$ cat config.mk
export PLATFORM = sky130hd
export DESIGN_NAME = cache_switch_controller
export DESIGN_NICKNAME = d
export VERILOG_FILES = /design/src/rtl/cache_switch_pkg.sv /design/src/rtl/cache_switch_controller_settle_timer.sv /design/src/rtl/cache_switch_controller.sv
export SDC_FILE = /design/constraint.sdc
export NUM_CORES = 1
export LEC_CHECK = 0
export ABC_AREA = 1
export BUFFER_PORTS_ARGS = -buffer_cell sky130_fd_sc_hd__buf_2
export CORE_ASPECT_RATIO = 0.75
export CORE_MARGIN = 4
export CORE_UTILIZATION = 30
export CTS_BUF_LIST = sky130_fd_sc_hd__clkbuf_4 sky130_fd_sc_hd__clkbuf_8 sky130_fd_sc_hd__clkbuf_16
export CTS_CLUSTER_SIZE = 25
export DETAILED_ROUTE_END_ITERATION = 10
export GPL_TIMING_DRIVEN = 0
export PLACE_DENSITY_LB_ADDON = 0.25
export REMOVE_ABC_BUFFERS = 1
export SKIP_CTS_REPAIR_TIMING = 1
export SLEW_MARGIN = 40
export SYNTH_ARGS = -nofsm -noshare
export SYNTH_HDL_FRONTEND = slang
export SYNTH_SLANG_ARGS = --single-unit
$ cat constraint.sdc
create_clock -name CLK -period 2.1 [get_ports CLK]
set_clock_uncertainty 0.1 [all_clocks]
set_input_delay 0.42 -clock CLK [delete_from_list [all_inputs] [get_ports CLK]]
set_output_delay 0.42 -clock CLK [all_outputs]
set_load 0.01 [all_outputs]
$ cat src/rtl/cache_switch_pkg.sv
// Shared definitions for the cache-bank switch controller and the bank mux.
package cache_switch_pkg;

  localparam int SEL_W            = 5;
  localparam int DEFAULT_BANK_SEL = 0;

  typedef enum logic [1:0] {
    ST_IDLE   = 2'd0,
    ST_DRAIN  = 2'd1,
    ST_SETTLE = 2'd2,
    ST_DONE   = 2'd3
  } state_t;

endpackage

$ cat src/rtl/cache_switch_controller_settle_timer.sv
// Load/decrement down-counter that times the post-switch settle window.
module settle_timer #(
  parameter int SETTLE_CYCLES = 2
) (
  input  logic CLK,
  input  logic RESET,
  input  logic load,
  input  logic dec,
  output logic expired
);

  localparam int CW = $clog2(SETTLE_CYCLES) + 1;

  logic [CW-1:0] cnt;

  always_ff @(posedge CLK) begin
    if (RESET) begin
      cnt <= '0;
    end else if (load) begin
      cnt <= CW'(SETTLE_CYCLES - 1);
    end else if (dec && (cnt != '0)) begin
      cnt <= cnt - 1'b1;
    end
  end

  assign expired = (cnt == '0);

endmodule

$ cat src/rtl/cache_switch_controller.sv
// Sequences the cache-bank mux select on context-switch requests:
// drain the in-flight access, retarget, stall for a settle window, report done.
//
//   state     | meaning
//   ----------+------------------------------------------------------------
//   ST_IDLE   | ready for a request; invalid IDs are rejected here
//   ST_DRAIN  | CPU stalled, waiting for the outgoing cache to go idle
//   ST_SETTLE | select already changed, CPU stalled while the mux settles
//   ST_DONE   | one-cycle completion pulse, then back to IDLE
module cache_switch_controller #(
  parameter int NUM_BANKS     = 9,
  parameter int SEL_W         = cache_switch_pkg::SEL_W,
  parameter int SETTLE_CYCLES = 2,
  parameter int CNT_W         = 16
) (
  input  logic             CLK,
  input  logic             RESET,
  input  logic             switch_req,
  input  logic [SEL_W-1:0] switch_id,
  input  logic             cache_busy,
  output logic             switch_ready,
  output logic [SEL_W-1:0] bank_sel,
  output logic             cpu_stall,
  output logic             switch_done,
  output logic             switch_err,
  output logic [CNT_W-1:0] switch_count
);

  import cache_switch_pkg::*;

  state_t           state, state_nxt;
  logic [SEL_W-1:0] target;
  logic             accept;
  logic             id_invalid;
  logic             retarget;
  logic             settle_dec;
  logic             settle_expired;
  logic             count_inc;

  assign id_invalid = (int'(switch_id) >= NUM_BANKS);

  always_comb begin
    state_nxt  = state;
    accept     = 1'b0;
    retarget   = 1'b0;
    settle_dec = 1'b0;
    count_inc  = 1'b0;
    case (state)
      ST_IDLE: begin
        if (switch_req) begin
          accept = 1'b1;
          if (id_invalid)
            state_nxt = ST_IDLE;
          else if (switch_id == bank_sel)
            state_nxt = ST_DONE;
          else
            state_nxt = ST_DRAIN;
        end
      end
      ST_DRAIN: begin
        if (!cache_busy) begin
          retarget  = 1'b1;
          state_nxt = ST_SETTLE;
        end
      end
      ST_SETTLE: begin
        settle_dec = 1'b1;
        if (settle_expired) begin
          count_inc = 1'b1;
          state_nxt = ST_DONE;
        end
      end
      ST_DONE:  state_nxt = ST_IDLE;
      default:  state_nxt = ST_IDLE;
    endcase
  end

  always_ff @(posedge CLK) begin
    if (RESET) state <= ST_IDLE;
    else       state <= state_nxt;
  end

  always_ff @(posedge CLK) begin
    if (RESET) begin
      target       <= '0;
      bank_sel     <= SEL_W'(DEFAULT_BANK_SEL);
      switch_err   <= 1'b0;
      switch_count <= '0;
    end else begin
      switch_err <= accept && id_invalid;
      if (accept)
        target <= switch_id;
      if (retarget)
        bank_sel <= target;
      if (count_inc && (switch_count != '1))
        switch_count <= switch_count + 1'b1;
    end
  end

  settle_timer #(
    .SETTLE_CYCLES(SETTLE_CYCLES)
  ) u_settle_timer (
    .CLK     (CLK),
    .RESET   (RESET),
    .load    (retarget),
    .dec     (settle_dec),
    .expired (settle_expired)
  );

  // Stall covers DRAIN so it rises one cycle ahead of the select change.
  assign switch_ready = (state == ST_IDLE);
  assign cpu_stall    = (state == ST_DRAIN) || (state == ST_SETTLE);
  assign switch_done  = (state == ST_DONE);

endmodule

==> reports/summary.txt <==
Clk pin slew, worst setup/hold paths: 70 ps
Cells after Synth: 239
Layout cells sized above 1: 18.1%
CTS Root Cell: clkbuf_8
HP Class: input port to flip-flop
Worst Setup SP: switch_count[0]$_SDFFE_PP0P_
Final hold violations: 0
Total track usage: 11.9%
HPWL after detailed placement: 2.77 mm
Sequential cell area: 621 sq um
Max Slew Vio Count: 0
R2R depth: 7
Largest net degree at the start of global routing: 20
Die width: 93.0 microns
Initial core utilization: 32.1%
# port buffers: 33
First-pass GRT wire length: 6.27 mm
Routed vias/inst: 4.37
Peak Freq: 573 MHz
Period utilization: 83.1%
Routing usage on met3: 3.15%
Asr flop ratio synth: 0%
PnR worst setup slack: 355 ps
Most common cell on crit path: nand2_1
Required @ worst endpoint: 2210 ps
Data arrival, critical path: 1860 ps
WL per Instance: 10.5 microns
Vias in the first global route: 1357
Clk sinks: 31
DR pass1 iterations: 4
Worst-Skew Late Latency: 280 ps
Drt initial violations: 50
Peak supply drop: 0.224 mV
DRC Markers: 0
Post-Synthesis Mean Instance Area: 6.81 sq um
Startpoint types: flip-flop
Final setup violation count: 0
Initial antenna violation count: 0
Post-synthesis sequential area ratio: 38.2%
Fillers: 563
Setup TNS: 0 ps
Setup crit end: switch_count[9]$_SDFFE_PP0P_
CP max-delay cell: dfxtp_1
R2R Setup Slk: 360 ps
Cell breakdown of the critical path: ha_1 -> nand2_1 -> nor2_1 -> nand2_2 -> o21ai_4 -> nand2_1 -> a21oi_1
Number of max-cap violations: 0
Share of Yosys cell area claimed by the top area cell type: 38.2%
CTS tree: yes
Top fanout value on the critical path: 10
Post-route ant nets: 0
Crit-path max cell delay: 410 ps
Routed wire length: 3.65 mm
H-tree depth: 2
Leading area contributor after synthesis: dfxtp_1
Min Hold Slack: 294 ps
Via count: 1522
Worst-margin pin slew: 487 ps
Met2 Resource Use GR: 16.9%
Core area: 5060 sq um
P per Cell Area: 806 nW/um^2
Netlist cell types: 20
Global route hottest layer: met2
Run status: finished, final reports clean
Routability Congestion: 0.705
Die area: 6680 sq um
Met1 Usage GRT: 16.5%
Max-slew headroom: 67.3%
Pre-CTS setup slack: 330 ps
RR Endpoint: switch_count[9]$_SDFFE_PP0P_
Synth area leaders: dfxtp_1 (38%), nand2_1 (14%), a21oi_1 (7.7%), inv_1 (6.9%), nor2_1 (6.9%)
Area occupied by multi-input gates: 867 sq um
Tmin final: 1740 ps
Synthesis Warnings: 0
R2R Path Start: switch_count[0]$_SDFFE_PP0P_
RSZ-0062 raised after global routing: false
Mapped cell area: 1630 sq um
CTS max path bufs: 2
Total grt overflow: 0
Commonest non-fill, non-tap cell in the layout: nand2_1
Die height: 71.8 microns
TritonCTS Buffers: 5
ANT cells: 0
Synthesized flop and latch total: 31
Kind of critical path: flip-flop to flip-flop
EDFF count, synth: 0
Leakage power: 0.886 nW
Most used DFF post-synth: dfxtp_1
Worst Setup End Kind: flip-flop
Syn-to-layout area delta: 19.8%
Nets: 290
Num rows: 22
IO Count: 34
Commonest cells after routing, fill and taps aside: nand2_1 (62), buf_2 (33), dfxtp_1 (31)
==> logic make-up (layout without fill, tap and decap cells) <==
group | after synthesis | count (layout) | share of synthesized area, %
AND/OR/NAND/NOR | 117 | 117 | 30.2
AO/OA/AOI/OAI | 41 | 41 | 13.6
buffers and inverters | 35 | 72 | 8.54
flip-flops | 31 | 31 | 38.2
XOR/XNOR | 9 | 9 | 4.85
adder cells (fa/ha/maj) | 6 | 6 | 4.62
==> power by group <==
part           internal, mW  switching [mW]  total (mW)
Sequential            0.652          0.0410       0.693
Clock                 0.244           0.227       0.471
Combinational         0.144           0.262       0.406
==> worst min-delay path by stage <==
stage,from,endpoint,slack (ps),depth (start not counted)
6_report,switch_id[4],target[4]$_SDFFE_PP0N_,290,3
5_1_grt,switch_id[4],target[4]$_SDFFE_PP0N_,300,3
4_1_cts,switch_id[4],target[4]$_SDFFE_PP0N_,280,3
3_5_place_dp,u_settle_timer.cnt[1]$_SDFFE_PP0P_,u_settle_timer.cnt[1]$_SDFFE_PP0P_,350,2
3_3_place_gp,u_settle_timer.cnt[1]$_SDFFE_PP0P_,u_settle_timer.cnt[1]$_SDFFE_PP0P_,350,2
2_1_floorplan,u_settle_timer.cnt[1]$_SDFFE_PP0P_,u_settle_timer.cnt[1]$_SDFFE_PP0P_,330,2
==> registers in the layout, indices dropped and copies added, names as in the netlist <==
name                count
state                   2
switch_err              1
target                  5
bank_sel                5
u_settle_timer.cnt      2
switch_count           16
==> cell usage after synthesis, types with 2 or more instances <==
cell / n
nor2_2: 4
nand2_2: 2
a21oi_1: 25
nand4_1: 5
nor2_1: 30
xor2_1: 4
clkbuf_1: 3
inv_1: 30
ha_1: 6
xnor2_1: 5
o211ai_1: 2
nand3_1: 12
nand2_1: 62
o21ai_0: 13
dfxtp_1: 31
==> metal layers <==
metal	routed length, microns	share of wire [%]
met1	1970	54
met2	1530	42
met3	79	2.2
met4	68	1.9
met5	0	0
==> layout make-up <==
class | instances | share of cell area [%]
Timing Repair Buffer | 33 | 8.48
Clock inverter | 2 | 0.642
Multi-Input combinational cell | 173 | 44.5
Clock buffer | 6 | 3.92
Inverter | 31 | 5.97
Tap cell | 72 | 4.62
Sequential cell | 31 | 31.9
==> stage by stage <==
stage | area [sq um] | utilization (%) | power (mW) | instances
2_1_floorplan | 1600 | - | 0.989 | 235
3_3_place_gp | 1860 | 36.7 | 1.12 | 340
3_5_place_dp | 1860 | 36.7 | 1.12 | 340
4_1_cts | 1950 | 38.5 | 1.60 | 348
5_1_grt | 1950 | 38.5 | 1.70 | 348
6_report | 1950 | 38.5 | 1.57 | 348
==> critical path, delay by kind of cell, from the launching register on <==
family	cells	cell delay, ps
compound gates	2	460
simple gates	4	460
flops	1	410
fa+ha+maj	1	230
Note: power is estimated with default switching activity, not from simulation.
